### config.mk
export PLATFORM = sky130hd
export DESIGN_NAME = uart_tx_fifo
export DESIGN_NICKNAME = d
export VERILOG_FILES = /design/src/rtl/uart_tx_fifo.sv
export SDC_FILE = /design/constraint.sdc
export NUM_CORES = 1
export LEC_CHECK = 0
export ABC_AREA = 0
export CORE_MARGIN = 2
export CORE_UTILIZATION = 60
export DETAILED_ROUTE_END_ITERATION = 12
export GPL_TIMING_DRIVEN = 0
export PLACE_DENSITY = 0.9
export SYNTH_ARGS = -nofsm -noshare
export SYNTH_HDL_FRONTEND = slang
export SYNTH_SLANG_ARGS = --single-unit
### constraint.sdc
create_clock -name clk -period 5.49 [get_ports clk]
set_input_delay 1.098 -clock clk [delete_from_list [all_inputs] [get_ports clk]]
set_output_delay 1.098 -clock clk [all_outputs]
set_load 0.05 [all_outputs]
### src/rtl/uart_tx_fifo.sv
// uart_tx_fifo
//   Byte FIFO plus launch sequencer sitting in front of the UART transmitter.
//   Producers push bytes; the sequencer pops one at a time, strobes it out on
//   data_ready/byte_trans, then waits for the transmitter's done_sig (plus one
//   gap cycle) before the next launch. After reset a holdoff period lets any
//   frame the (non-reset) transmitter is still sending run to completion.
//
// Ports
//   clk, rst       : clock, synchronous active-high reset
//   wr_en, wr_data : enqueue request and byte
//   clr_overflow   : clears the sticky overflow flag (a same-cycle drop wins)
//   full, empty    : occupancy flags derived from level
//   level          : occupancy 0..DEPTH
//   overflow       : sticky, set when a write hits a full FIFO
//   busy           : sequencer not idle (includes the post-reset holdoff)
//   data_ready     : one-cycle launch strobe to the transmitter
//   byte_trans     : byte to the transmitter, stable until the next pop
//   done_sig       : transmitter frame-complete pulse, honoured only in WAIT
module uart_tx_fifo #(
    parameter int DEPTH          = 16,
    parameter int HOLDOFF_CYCLES = 1024
) (
    input  logic                     clk,
    input  logic                     rst,
    input  logic                     wr_en,
    input  logic [7:0]               wr_data,
    input  logic                     clr_overflow,
    output logic                     full,
    output logic                     empty,
    output logic [$clog2(DEPTH):0]   level,
    output logic                     overflow,
    output logic                     busy,
    output logic                     data_ready,
    output logic [7:0]               byte_trans,
    input  logic                     done_sig
);

    localparam int AW = $clog2(DEPTH);
    localparam int LW = AW + 1;
    localparam int CW = (HOLDOFF_CYCLES > 1) ? $clog2(HOLDOFF_CYCLES) : 1;

    typedef enum logic [2:0] {
        ST_HOLD,
        ST_IDLE,
        ST_SEND,
        ST_WAIT,
        ST_GAP
    } state_t;

    state_t          state;
    state_t          state_nxt;
    logic [CW-1:0]   hold_cnt;

    logic [7:0]      mem [DEPTH];
    logic [AW-1:0]   wr_ptr;
    logic [AW-1:0]   rd_ptr;

    logic            wr_ok;
    logic            drop;
    logic            pop;

    assign full  = (level == LW'(DEPTH));
    assign empty = (level == '0);

    // full is taken from the registered level, so a write while full is
    // dropped even when a pop lands on the same edge.
    always_comb begin
        wr_ok     = wr_en && !full;
        drop      = wr_en && full;
        pop       = (state == ST_IDLE) && !empty;
        busy      = (state != ST_IDLE);
        state_nxt = state;
        case (state)
            ST_HOLD: if (hold_cnt == '0) state_nxt = ST_IDLE;
            ST_IDLE: if (!empty)         state_nxt = ST_SEND;
            ST_SEND:                     state_nxt = ST_WAIT;
            ST_WAIT: if (done_sig)       state_nxt = ST_GAP;
            ST_GAP:                      state_nxt = ST_IDLE;
            default:                     state_nxt = ST_HOLD;
        endcase
    end

    always_ff @(posedge clk) begin
        if (rst) begin
            state    <= ST_HOLD;
            hold_cnt <= CW'(HOLDOFF_CYCLES - 1);
        end else begin
            state <= state_nxt;
            if (state == ST_HOLD && hold_cnt != '0)
                hold_cnt <= hold_cnt - 1'b1;
        end
    end

    always_ff @(posedge clk) begin
        if (rst) begin
            wr_ptr     <= '0;
            rd_ptr     <= '0;
            level      <= '0;
            overflow   <= 1'b0;
            data_ready <= 1'b0;
            byte_trans <= '0;
        end else begin
            if (wr_ok)
                wr_ptr <= wr_ptr + 1'b1;
            if (pop) begin
                rd_ptr     <= rd_ptr + 1'b1;
                byte_trans <= mem[rd_ptr];
            end
            data_ready <= pop;
            level      <= level + LW'(wr_ok) - LW'(pop);
            if (drop)
                overflow <= 1'b1;
            else if (clr_overflow)
                overflow <= 1'b0;
        end
    end

    always_ff @(posedge clk) begin
        if (!rst && wr_ok)
            mem[wr_ptr] <= wr_data;
    end

endmodule
---- Word level (Yosys, flattened, before mapping) ----
Memories as Yosys holds them, arrays and structs flattened. A register that Yosys moved wholly into a read port is not among the register bits.
Cells that the tools add are included.
W data, S select, Z words.
storage, ports and cells
  flip-flop bits (word level) ............. 28
  RAM bits ................................ 128
  word-level logic and storage cells ...... 44
  memories ................................ 1
memories
  memory  words  bits a word  rd ports  clocked after memory_dff  write ports  line  RTL
  mem     16     8            1         1                         1            54    logic [7:0] mem [DEPTH];
cells by class
  $add $sub $neg .......................... 5
  eq/ne operators ......................... 9
  multiplexer cells ....................... 8
  reduce and logical (&&, ||, !) cells .... 14
operators by type and width
  kind                     number
  $pmux W3 S5              1
  $logic_not A10 Y1        1
  $reduce_bool A10 Y1      1
  $sub A10 B1 Y10 const B  1
  $mux W3                  3
  $add A4 B1 Y4 const B    2
  $eq A3 B2 Y1 const B     2
  $ne A2 B2 Y1 const B     3
  $add A5 B1 Y5            1
  $eq A5 B5 Y1 const B     1
  $logic_and A1 B1 Y1      5
  $logic_not A5 Y1         1
  $sub A5 B1 Y5            1
  $mux W1                  4
  $eq A3 B1 Y1 const B     1
  $eq A3 B3 Y1 const B     1
  $logic_not A1 Y1         3
  $logic_not A3 Y1         1
  $ne A3 B1 Y1 const B     1
  $reduce_and A3 Y1        1
  $reduce_bool A2 Y1       1

---- Longest topological paths before layout ----
  word-level depth ........................ 6
  depth in mapped cells ................... 15

---- Least setup slack after synthesis ----
No wires, ideal clock.
  kind .................................... register to register
  start ................................... register level[3]
  end ..................................... register level[4]
  setup time .............................. 0.131 ns
  data arrival time ....................... 2.785 ns
  data required time ...................... 5.359 ns
  path slack .............................. 2.573 ns
  stages on the path, launching flop included .. 16
  path buffers ............................ 1
  period minus slack after synthesis ...... 2.917 ns
  cell sequence ........................... dfxtp_1 > inv_1 > ha_1 > or4b_1 > buf_2 > nand2_1 > inv_1 > ha_1 > inv_1 > ha_1 > inv_1 > fa_1 > nor2b_1 > o21bai_1 > a21oi_1 > nor3b_1
between the ends
  elaborated cells between the ends (all ways) .. 8
RTL lines
  element                 line  RTL
  start, declared         30    output logic [$clog2(DEPTH):0] level,
  start signal, assigned  110   level <= level + LW'(wr_ok) - LW'(pop);
  $logic_not A5 Y1        63    assign empty = (level == '0);
  $logic_not A1 Y1        n/a
  $logic_and A1 B1 Y1     70    pop = (state == ST_IDLE) && !empty;
  named net pop           60    logic pop;
  $sub A5 B1 Y5           110
The timed path passes the listed nets, and every way through them passes these cells.
A chain may end at the register's enable or synchronous reset.

---- Worst setup path after layout ----
  start ................................... register level[2]
  end ..................................... output port full
between the ends
  cells in the longest elaborated chain, start to end .. 1
ends and longest elaborated chain
  element        line  RTL
  $eq A5 B5 Y1   62    assign full = (level == LW'(DEPTH));
  end, declared  28    output logic full,
No other way between the ends.

==> results.py <==
metrics = {
    "clock_tree": {
        "cts_buffers": 17,
        "cts.sinks": 164,
        "post_cts_buffers": 0,
        "path_clk_slew_ps": 60,
        "clockRootBuffer": "clkbuf_8",
        "cts_resized": 0,
        "cts.htree.levels": 4,
        "hold_buffers": 0,
        "clk_path_buf_depth": 2,
        "clock_latency_ps": 550,
        "cts_tree": "built",
    },
    "status": {
        "outcome": "completed",
    },
    "global_routing": {
        "grt-ovfl-total": 0,
        "antenna_found_initial": 0,
        "grt_max_degree": 17,
        "grt_usage_pct": 25.94,
        "first_global_vias": 3875,
        "grt_pass1_wl_microns": 21530,
    },
    "yosys": {
        "netlist_area_sq_um": 6679,
        "synth_ff_type": "edfxtp_1",
        "synth_area_leaders": "edfxtp_1 (58%), dfxtp_1 (11%), mux4_2 (11%), mux2i_1 (2.5%), ha_1 (2.4%)",
        "synth_nets": 430,
        "synth_largest_area_cell": "edfxtp_1",
        "ys_seq_elements": 164,
        "synth_top_area_share_pct": 57.55,
        "ys_seq_area_share_pct": 68.34,
        "synthArstFlopShare_pct": 0,
        "synth_edf_count": 128,
        "syn_inst": 403,
        "ys_types": 43,
        "syn_avg_cell_area_sq_um": 16.57,
        "ys_warn_count": 0,
    },
    "timing": {
        "clock.fmax_ghz": 0.2622,
        "worst_clock_skew_ps": 10.26,
        "setup_viol": 0,
        "worstMarginPinSlew_ps": 935.9,
        "finalCritPeriodShare_pct": 69.46,
        "hold_ws_ps": 511.4,
        "hold_violations": 0,
        "period_minus_slack_ps": 3814,
        "max-slew-margin-rel_pct": 37.37,
        "rsz0062_at_grt": "false",
        "fin_setup_tns_ps": 0,
        "slew_violations": 0,
    },
    "floorplan": {
        "dieArea_sq_um": 11990,
        "io_pins": 31,
        "dieHeight_microns": 109.5,
        "fp.dieW_microns": 109.5,
        "core_area_sq_um": 10840,
        "initial_core_util_pct": 61.61,
        "num_rows": 38,
    },
    "finish": {
        "stdcell_count": 604,
        "fin_nets": 479,
        "fillers": 669,
        "areaGrowthSynthToFinish_pct": 15.53,
        "multi_input_area_sq_um": 1948,
        "final_common_cell": "edfxtp_1",
        "final_cell_mix": "edfxtp_1 (128), dfxtp_1 (36), mux4_2 (32), clkdlybuf4s50_1 (30), nor2_1 (25)",
        "drive_above_1_share_pct": 19.83,
        "finish.utilization_pct": 71.18,
        "seqCellArea_sq_um": 4564,
        "n_antenna_cell": 0,
    },
    "placed_design": {
        "hpwl_microns": 8743,
        "dpl.cell_count": 573,
        "gp_congestion": 0.8901,
        "port_buffers": 30,
    },
    "route": {
        "dr.pass1.iters": 5,
        "wl_per_cell_microns": 23.46,
        "antenna_left": 0,
        "drc": 0,
        "wirelength_microns": 14170,
        "dr_total_vias": 3801,
        "drt_first_iter_violations": 370,
        "vias_per_cell": 6.293,
    },
    "power_and_ir_drop": {
        "ir_drop_uv": 321.8,
        "p_leak_nw": 2.550,
        "total_power_mw": 2.805,
        "p_per_area_nw_per_um2": 363.5,
    },
    "worst_setup_path": {
        "endpoint": "full",
        "start_kind": "flip-flop",
        "cp_slowest_stage_delay_ps": 820,
        "path_cells": "inv_1 > ha_1 > or4bb_1 > inv_1 > clkdlybuf4s50_1",
        "crit_family": "buffers and inverters",
        "critPathCaptureType": "output pin",
        "worst_r2r_path_depth": 15,
        "path_class": "flip-flop to output pin",
        "r2r_slack_ps": 2460,
        "cp_data_arrival_time_ps": 2720,
        "r2r_start": "level[2]$_SDFF_PP0_",
        "crit_path_top_delay_cell": "clkdlybuf4s50_1",
        "critical_path.startpoint": "level[2]$_SDFF_PP0_",
        "path_common_cell": "inv_1",
        "worstPathBufferInverterCount": 3,
        "cp.required_ps": 4390,
        "crit_fanout": 4,
        "cp.depth": 5,
        "reg2reg_to": "level[4]$_SDFF_PP0_",
    },
    "flow_run": {
        "max-cap-violations": 0,
    },
    "min_path": {
        "hold_path.class": "flip-flop to flip-flop",
        "hold_depth": 1,
    },
}
cell type report:
type / count / share of cell area (%)
inverters: 19 / 0.9243
plain buffers: 20 / 1.492
multi-input cells: 200 / 25.25
clock buffers: 17 / 5.367
flip-flops and latches: 164 / 59.15
clock inverters: 14 / 1.654
well taps: 140 / 2.270
repair buffers: 30 / 3.892
synth_stat cells, types with 2 or more instances:
master    instances
edfxtp_1        128
dfxtp_1          36
mux4_2           32
nor2_1           25
inv_1            19
mux2i_1          17
nor3_1           16
nand3_1          14
ha_1             13
nand2_1          12
a21oi_1          11
buf_4             7
clkbuf_1          7
o221ai_1          7
o21ai_1           6
buf_2             5
xnor2_1           5
a31oi_1           4
nor2b_1           4
xor2_1            4
and3_2            3
and4_2            3
a211o_1           2
and3b_1           2
nand2b_1          2
nand4_1           2
per-layer routing:
layer	vias up	track usage, %	routed length, microns
met5	-	0	0
met4	0	11.21	554
met3	46	7.172	989
met2	181	43.39	7179
met1	1910	31.88	5447
li1	1664	-	-
how the worst min path moves through the flow:
stage | from | end
detailed placement | hold_cnt[9]$_SDFFE_PP1N_ | hold_cnt[9]$_SDFFE_PP1N_
floorplan | hold_cnt[9]$_SDFFE_PP1N_ | hold_cnt[9]$_SDFFE_PP1N_
global route | hold_cnt[9]$_SDFFE_PP1N_ | hold_cnt[9]$_SDFFE_PP1N_
finish | hold_cnt[9]$_SDFFE_PP1N_ | hold_cnt[9]$_SDFFE_PP1N_
global placement | hold_cnt[9]$_SDFFE_PP1N_ | hold_cnt[9]$_SDFFE_PP1N_
CTS | hold_cnt[9]$_SDFFE_PP1N_ | hold_cnt[9]$_SDFFE_PP1N_
power by group:
part | switching (mW) | internal [mW]
registers | 0.0250 | 1.37
logic | 0.197 | 0.114
clock network | 0.494 | 0.604
total | 0.716 | 2.09
cell families (layout without fill, tap and decap cells):
logic type,count (synthesis),count (layout),synth area share (%)
AO/OA/AOI/OAI,34,34,3.691
XOR/XNOR,9,9,1.180
adder cells (fa/ha/maj),14,14,2.735
buffers and inverters,39,100,2.791
flip-flops,164,164,68.34
multiplexers,49,49,13.34
AND/OR/NAND/NOR,94,94,7.925
flip-flops by register name (all words and copies together), names as in the netlist:
name / count
data_ready: 1
rd_ptr: 4
wr_ptr: 4
byte_trans: 8
overflow: 1
level: 5
hold_cnt: 10
mem: 128
state: 3
metrics by stage:
step / area [sq um] / worst slack (ps)
global placement: 7154 / 1712
global route: 7716 / 1552
detailed placement: 7154 / 1555
finish: 7716 / 1676
floorplan: 6679 / 2573
CTS: 7696 / 1673
worst register-to-register path: cells and delay by family (launching register included):
kind                     cells  cell delay, ps
AO/OA/AOI/OAI                2             270
adder cells (fa/ha/maj)      4            1030
buffers and inverters        5             490
flip-flops                   1             330
AND/OR/NAND/NOR              4             770
Power figures use the tool's default switching activity.
